--- src/rtl/arb_pkg.sv ---
// Shared constants and state encoding for the 8-way round-robin arbiter.
package arb_pkg;
    localparam int NUM_REQ = 8;
    localparam int IDX_W   = 3;

    typedef enum logic {
        ARB_IDLE,
        ARB_BUSY
    } arb_state_e;
endpackage

--- src/rtl/onehot_dec3to8.sv ---
// Combinational 3-to-8 one-hot decoder: out = 1 << in.
module onehot_dec3to8
    import arb_pkg::*;
(
    input  logic [IDX_W-1:0]   in,
    output logic [NUM_REQ-1:0] out
);
    localparam logic [NUM_REQ-1:0] ONE = NUM_REQ'(1);

    assign out = ONE << in;
endmodule

--- src/rtl/rr_arbiter8.sv ---
// Round-robin arbiter for 8 requesters with grant held until the owner releases.
// Optional forced revocation after TIMEOUT_CYCLES is enabled with `define ARB_TIMEOUT_EN.
module rr_arbiter8
    import arb_pkg::*;
#(
    parameter int TIMEOUT_CYCLES = 16
) (
    input  logic         clk,
    input  logic         rst_n,
    input  logic [7:0]   req,
    output logic [7:0]   gnt,
    output logic         gnt_valid,
    output logic [2:0]   gnt_idx,
    output logic         timeout
);
    if (TIMEOUT_CYCLES < 2) begin : g_bad_cfg
        $error("rr_arbiter8: TIMEOUT_CYCLES must be >= 2");
    end

    arb_state_e           state_q, state_d;
    logic [IDX_W-1:0]     ptr_q, ptr_d;
    logic [IDX_W-1:0]     idx_q, idx_d;
    logic                 valid_q, valid_d;
    logic                 timeout_q, timeout_d;
    logic                 new_grant;
    logic                 expire;
    logic [NUM_REQ-1:0]   idx_oh;
    logic [NUM_REQ-1:0]   other;

    // First set bit of r, searching upward from p and wrapping 7 -> 0.
    function automatic logic [IDX_W-1:0] rr_pick(input logic [NUM_REQ-1:0] r,
                                                 input logic [IDX_W-1:0]   p);
        logic [IDX_W-1:0] cand;
        logic             found;
        rr_pick = p;
        found   = 1'b0;
        for (int i = 0; i < NUM_REQ; i++) begin
            cand = p + IDX_W'(i);
            if (!found && r[cand]) begin
                rr_pick = cand;
                found   = 1'b1;
            end
        end
    endfunction

    onehot_dec3to8 u_dec (
        .in  (idx_q),
        .out (idx_oh)
    );

    assign other = req & ~idx_oh;

`ifdef ARB_TIMEOUT_EN
    localparam int CNT_W = (TIMEOUT_CYCLES > 2) ? $clog2(TIMEOUT_CYCLES) : 1;

    logic [CNT_W-1:0] cnt_q, cnt_d;

    assign expire = (cnt_q == CNT_W'(TIMEOUT_CYCLES - 1));

    // Counter restarts on every grant; past a release its value is never looked at.
    always_comb begin
        cnt_d = cnt_q;
        if (new_grant) begin
            cnt_d = '0;
        end else if (state_q == ARB_BUSY) begin
            cnt_d = cnt_q + 1'b1;
        end
    end

    always_ff @(posedge clk or negedge rst_n) begin
        if (!rst_n) begin
            cnt_q <= '0;
        end else begin
            cnt_q <= cnt_d;
        end
    end
`else
    assign expire = 1'b0;
`endif

    always_comb begin
        state_d   = state_q;
        ptr_d     = ptr_q;
        idx_d     = idx_q;
        valid_d   = valid_q;
        timeout_d = 1'b0;
        new_grant = 1'b0;
        case (state_q)
            ARB_IDLE: begin
                if (|req) begin
                    idx_d     = rr_pick(req, ptr_q);
                    valid_d   = 1'b1;
                    state_d   = ARB_BUSY;
                    new_grant = 1'b1;
                end
            end
            ARB_BUSY: begin
                // A revocation is handled exactly like a release, owner excluded via 'other'.
                if (!req[idx_q] || expire) begin
                    ptr_d     = idx_q + 1'b1;
                    timeout_d = req[idx_q];
                    if (|other) begin
                        idx_d     = rr_pick(other, idx_q + 1'b1);
                        new_grant = 1'b1;
                    end else begin
                        valid_d = 1'b0;
                        state_d = ARB_IDLE;
                    end
                end
            end
            default: begin
                state_d = ARB_IDLE;
                valid_d = 1'b0;
            end
        endcase
    end

    always_ff @(posedge clk or negedge rst_n) begin
        if (!rst_n) begin
            state_q   <= ARB_IDLE;
            ptr_q     <= '0;
            idx_q     <= '0;
            valid_q   <= 1'b0;
            timeout_q <= 1'b0;
        end else begin
            state_q   <= state_d;
            ptr_q     <= ptr_d;
            idx_q     <= idx_d;
            valid_q   <= valid_d;
            timeout_q <= timeout_d;
        end
    end

    assign gnt       = valid_q ? idx_oh : '0;
    assign gnt_valid = valid_q;
    assign gnt_idx   = idx_q;
    assign timeout   = timeout_q;
endmodule

--- config.mk ---
export PLATFORM = sky130hd
export DESIGN_NAME = rr_arbiter8
export DESIGN_NICKNAME = d
export VERILOG_FILES = /design/src/rtl/arb_pkg.sv /design/src/rtl/onehot_dec3to8.sv /design/src/rtl/rr_arbiter8.sv
export SDC_FILE = /design/constraint.sdc
export NUM_CORES = 1
export LEC_CHECK = 0
export ABC_AREA = 1
export CORE_ASPECT_RATIO = 0.75
export CORE_MARGIN = 1
export CORE_UTILIZATION = 53
export CTS_BUF_LIST = sky130_fd_sc_hd__clkbuf_16
export DETAILED_ROUTE_END_ITERATION = 10
export HOLD_SLACK_MARGIN = 0.08
export PLACE_DENSITY = 0.77
export SLEW_MARGIN = 10
export SYNTH_ARGS = -nofsm -noshare
export SYNTH_HDL_FRONTEND = slang
export SYNTH_HIERARCHICAL = 1
export SYNTH_SLANG_ARGS = --single-unit
--- constraint.sdc ---
create_clock -name clk -period 2.4 [get_ports clk]
set_input_delay 0.36 -clock clk [delete_from_list [all_inputs] [get_ports clk]]
set_output_delay 0.36 -clock clk [all_outputs]
set_load 0.05 [all_outputs]
## Word level (Yosys, flattened, before mapping)

Cells that the tools add are included.
W data, S select, Z words.

- Register bits: 8
- Word-level logic and storage cells: 188
- Bits of input ports: 10

- Reductions and logical operators: 33
- Shift-type cells: 1
- Bitwise logic cells: 4
- Equal/unequal tests: 4
- Muxes and demuxes: 110
- $lt $le $gt $ge: 17
- Add/sub/neg operators: 15

Operators by type and width:

| kind | number |
|---|---|
| $mux W1 | 72 |
| $lt A3 B4 Y1 const B | 17 |
| $bmux W1 S3 | 17 |
| $mux W3 | 17 |
| $add A3 B3 Y3 const B | 8 |
| $reduce_or A8 Y1 | 2 |
| $logic_and A1 B1 Y1 | 14 |
| $logic_not A1 Y1 | 14 |
| $add A3 B2 Y3 const B | 4 |
| $add A3 B1 Y3 const B | 3 |
| $and A8 B8 Y8 | 1 |
| $mux W8 | 1 |
| $not A8 Y8 | 1 |
| $shl A1 B3 Y8 const A | 1 |
| $ne A2 B2 Y1 const B | 3 |
| $pmux W3 S2 | 1 |
| $reduce_and A3 Y1 | 2 |
| $pmux W1 S2 | 2 |
| $ne A2 B1 Y1 const B | 1 |
| $not A1 Y1 | 2 |
| $reduce_and A2 Y1 | 1 |

## Logic depth before layout (Yosys ltp)

Gate-level depths: netlist of run 1.

- Word-level depth: 51
- Depth in mapped cells: 23

## Cells and area by module

Netlist of run 1, hierarchy kept.

Modules (own cells, without submodules):

| module | instances | area an instance (sq um) | cells an instance | sequential area each (sq um) |
|---|---|---|---|---|
| rr_arbiter8 | 1 | 2,157.1 | 389 | 200.2 |
| onehot_dec3to8 | 1 | 56.3 | 15 | 0.0 |

## Least setup slack after synthesis of run 1

OpenSTA, ideal clock, no wires.

- Path type: register -> register
- Start: reg idx_q[0] (netlist: gnt_idx[0])
- End: reg idx_q[0] (netlist: gnt_idx[0])
- Data arrival time: 2,781 ps
- Required time: 2,280 ps
- Slack: -502 ps
- Stages on the path, launching flop included: 23
- Buffers on the path: 2
- Path through: dfrtp_1 buf_6 inv_4 buf_6 ha_1 inv_2 nand2_1 nand2_2 nand3_2 nand2_1 nand2_1 nand2_1 nand2_2 inv_2 nand4_1 inv_2 nand2_1 nor2_4 nor3_2 nor2_1 nor2_1 nand2_1 nand2_1

- Cells in the longest elaborated chain, start to end: 51

Ends and longest elaborated chain:

| item | RTL line | text |
|---|---|---|
| start, declared | rr_arbiter8.sv:22 | `logic [IDX_W-1:0] idx_q, idx_d;` |
| start signal, assigned | rr_arbiter8.sv:128 | `idx_q <= idx_d;` |
| parallel branches: the longest is 51 deep, another holds $add A3 B1 Y3 | -- |  |

Parallel ways; which one is timed is not known. The select of a mux whose other input is x is not followed.
A chain may end at the register's enable or synchronous reset.

## Worst setup path in the final report of run 1

Same ends and word-level chain as after synthesis.

==> results of run 1 <==
## worst max-delay path, stage by stage, from the launching register on
cell and delay [ns]:
sky130_fd_sc_hd__dfrtp_2 0.48, sky130_fd_sc_hd__inv_4 0.06, sky130_fd_sc_hd__ha_4 0.30, sky130_fd_sc_hd__nand2_2 0.08
sky130_fd_sc_hd__nand2_4 0.14, sky130_fd_sc_hd__nand3_4 0.08, sky130_fd_sc_hd__nand2_1 0.07, sky130_fd_sc_hd__nand2_1 0.05
sky130_fd_sc_hd__nand2_2 0.11, sky130_fd_sc_hd__nand2_4 0.07, sky130_fd_sc_hd__inv_2 0.06, sky130_fd_sc_hd__nand4_1 0.13
sky130_fd_sc_hd__inv_2 0.13, sky130_fd_sc_hd__nand2_2 0.07, sky130_fd_sc_hd__nor2_4 0.17, sky130_fd_sc_hd__nor3_4 0.06
sky130_fd_sc_hd__nor2_2 0.15, sky130_fd_sc_hd__nor2_1 0.05, sky130_fd_sc_hd__nand2_1 0.07, sky130_fd_sc_hd__nand2_1 0.05
## per-layer routing
layer,part of all wire (%),GRT usage [%],vias to the layer above
met1,46,53.1,1327
met5,0,0,-
li1,-,-,1458
met2,40,48.3,186
met4,0.90,3.85,0
met3,13,6.46,12
## placed cells by master, fill, tap and decap left out, types with 5 or more instances in the layout
cell and instances:
sky130_fd_sc_hd__o21ai_1 5, sky130_fd_sc_hd__nor2_1 19, sky130_fd_sc_hd__o21ai_0 10, sky130_fd_sc_hd__inv_1 38, sky130_fd_sc_hd__a21oi_1 13, sky130_fd_sc_hd__nand3_2 19
sky130_fd_sc_hd__inv_2 16, sky130_fd_sc_hd__nor2_2 8, sky130_fd_sc_hd__nand2_4 8, sky130_fd_sc_hd__nand2_1 116, sky130_fd_sc_hd__clkdlybuf4s50_1 12, sky130_fd_sc_hd__dfrtp_1 5
sky130_fd_sc_hd__buf_4 67, sky130_fd_sc_hd__nand3_1 66, sky130_fd_sc_hd__nand2_2 32
## kinds of logic (layout without fill, tap and decap cells)
logic type	Yosys count	in the layout	share of synthesized area (%)
buf+inv	68	142	14.1
flops	8	8	9.04
compound gates	41	41	10.3
xor+xnor	3	3	1.53
other cells	1	1	0.169
fa+ha+maj	4	4	2.26
simple gates	279	279	62.6
## sequential cells by signal, indices dropped and copies added (netlist names)
signal,flops
state_q,1
gnt_idx,3
ptr_q,3
gnt_valid,1
## stage by stage
stage               TNS, ns  util (%)  area (um^2)  cells
floorplan            -0.690         -         2240    404
global placement     -0.442      73.6         2820    522
detailed placement   -0.448      73.6         2820    522
CTS                       0      76.0         2910    526
global route         -0.697      80.0         3060    530
finish               -0.279      80.0         3060    530
## layout make-up
cell class / count / area, um^2
multi-input cells: 328 / 1850
fillers: 299 / 766
repair buffers: 81 / 647
inverters: 57 / 221
flip-flops and latches: 8 / 204
clock buffers: 3 / 75.1
well taps: 52 / 65.1
clock inverters: 1 / 3.75
## final timing paths
kind,from,to,depth (start not counted)
hold reg to reg,ptr_q[0],ptr_q[0],2
max in group asynchronous,rst_n,gnt_idx[2],1
setup / recovery,gnt_idx[0],gnt_idx[0],19
setup reg to reg,gnt_idx[0],gnt_idx[0],19
min in group clk,ptr_q[0],ptr_q[0],2
hold / removal,rst_n,gnt_valid,1
## repair_timing
action,in CTS,in global routing
endpoints found under the setup margin,3,3
setup buffers,0,4
pin swaps,3,12
hold buffers,0,0
gates resized for setup,5,39
==> flow_summary.toml, run 1 <==
[yosys]
yosys.cell_types.count = 36
synth_edf_count = 0
yosys_warnings = 6
netlist.top_cell.by_area = "sky130_fd_sc_hd__nand2_1"
ys_seq_elements = 8
syn_inst = 404
synth_top_cells_by_area = "sky130_fd_sc_hd__nand2_1 21%, sky130_fd_sc_hd__nand3_1 16%, sky130_fd_sc_hd__dfrtp_1 9.0%, sky130_fd_sc_hd__nand2_2 7.1%, sky130_fd_sc_hd__inv_1 7.0%"
share_of_synthesized_area_occupied_by_flip_flops_and_latches_pct = 9.04
postSynth.topFlopCell = "sky130_fd_sc_hd__dfrtp_1"
synth_top_area_share_pct = 21.4
post_synth_most_frequent_cells = "126 x sky130_fd_sc_hd__nand2_1, 72 x sky130_fd_sc_hd__nand3_1, 41 x sky130_fd_sc_hd__inv_1"
syn-cell-area_um2 = 2210
average_cell_area_after_synthesis_um2 = 5.48
post_synthesis_async_set_or_reset_flop_share_pct = 100
post_synthesis_net_count = 418
most_frequent_cell_after_synthesis = "sky130_fd_sc_hd__nand2_1"

[hold_path]
worstHoldPathType = "in2async"

[floorplan]
die-area_um2 = 4440
core_region_area_um2 = 3830
die_h_um = 58.0
num_io_pins = 23
floorplan.initialDensity_pct = 57.8
fp-row-count = 19
die_w_um = 76.6

[global_routing]
grt_first_pass_wirelength_um = 11800
globalRouteTotalUtil_pct = 33.8
grt_start_max_net_pins = 16
grt_antenna_before_repair = 0
grt_pass1_vias = 2492
grt_total_ovfl = 0

[route]
drt_first_iter_violations = 469
dr_total_vias = 2983
drt_pass1_iterations = 6
post_drt_wl_per_cell_um = 14.5
postRouteAntennaNets = 0
via_per_inst = 5.63
detail_route.drc_violations = 0
postRouteWirelength_um = 7700

[job]
number_of_max_cap_violations = 0

[placed_design]
gp_congestion = 0.983
portBuffers = 21
dp_slack_ns = -0.166
detailed_place_hpwl_um = 5910

[timing]
final.min_clock_period_ns = 2.51
timing.final.max_slew_violations = 0
unrepaired_setup_endpoints_after_global_routing = "true"
finalSetupViolations = 3
hold_fails_final_rpt = 0
timing.clock.skew_ns = 0.00756
final.period_utilization_pct = 105
final.setup.worst_slack_ns = -0.110
max_freq_mhz = 398
timing.hold.ws_ns = 0.407

[critical_path]
setup.worst_path.start_class = "flip-flop"
worst-setup-path-type = "reg2reg"
worstSetupEndpointType = "flip-flop"
cp_data_required_time_ns = 2.52
r2r_slack_ns = -0.11
critical_path_peak_fanout = 7
timing.critical_path.arrival_ns = 2.63

[finish]
layout-drive-gt1-share_pct = 36.2
antenna_cells_inserted = 0
area_delta_synth_final_pct = 38.3
number_of_nets_in_the_layout = 493

[cts]
cts_made_buffers = 3
root_buffer = "sky130_fd_sc_hd__clkbuf_16"
ctsLongestPathBuffers = 2
cts_num_sinks = 8
clock_tree_from_tritoncts = "done"
insertion_delay_ns = 0.24
clk_transition_reported_paths_ns = 0.04
cts_htree_levels = 1

[outcome]
outcome = "finished with violations"
failed_checks = "setup timing"
Power of run 1 is left out: the tool's default activity adds up to more than one toggle a clock period on the data nets, which glitch-free logic cannot reach.
==> run 2, diff against run 1 <==
--- a/config.mk
+++ b/config.mk
@@ -7,7 +7,6 @@
 export LEC_CHECK = 0
 export ABC_AREA = 1
 export CORE_ASPECT_RATIO = 0.75
-export CORE_MARGIN = 1
 export CORE_UTILIZATION = 53
 export CTS_BUF_LIST = sky130_fd_sc_hd__clkbuf_16
 export DETAILED_ROUTE_END_ITERATION = 10
==> results of run 2 <==
No change in the layout: final DEF, timing and power equal those of run 1.
Power of run 2 is left out for the same reason.
==> run 3, diff against run 2 <==
--- a/config.mk
+++ b/config.mk
@@ -12,7 +12,7 @@
 export DETAILED_ROUTE_END_ITERATION = 10
 export HOLD_SLACK_MARGIN = 0.08
 export PLACE_DENSITY = 0.77
-export SLEW_MARGIN = 10
+export SLEW_MARGIN = 5
 export SYNTH_ARGS = -nofsm -noshare
 export SYNTH_HDL_FRONTEND = slang
 export SYNTH_HIERARCHICAL = 1
==> results of run 3 <==
No change in the layout: final DEF, timing and power equal those of run 1.
Power of run 3 is left out for the same reason.
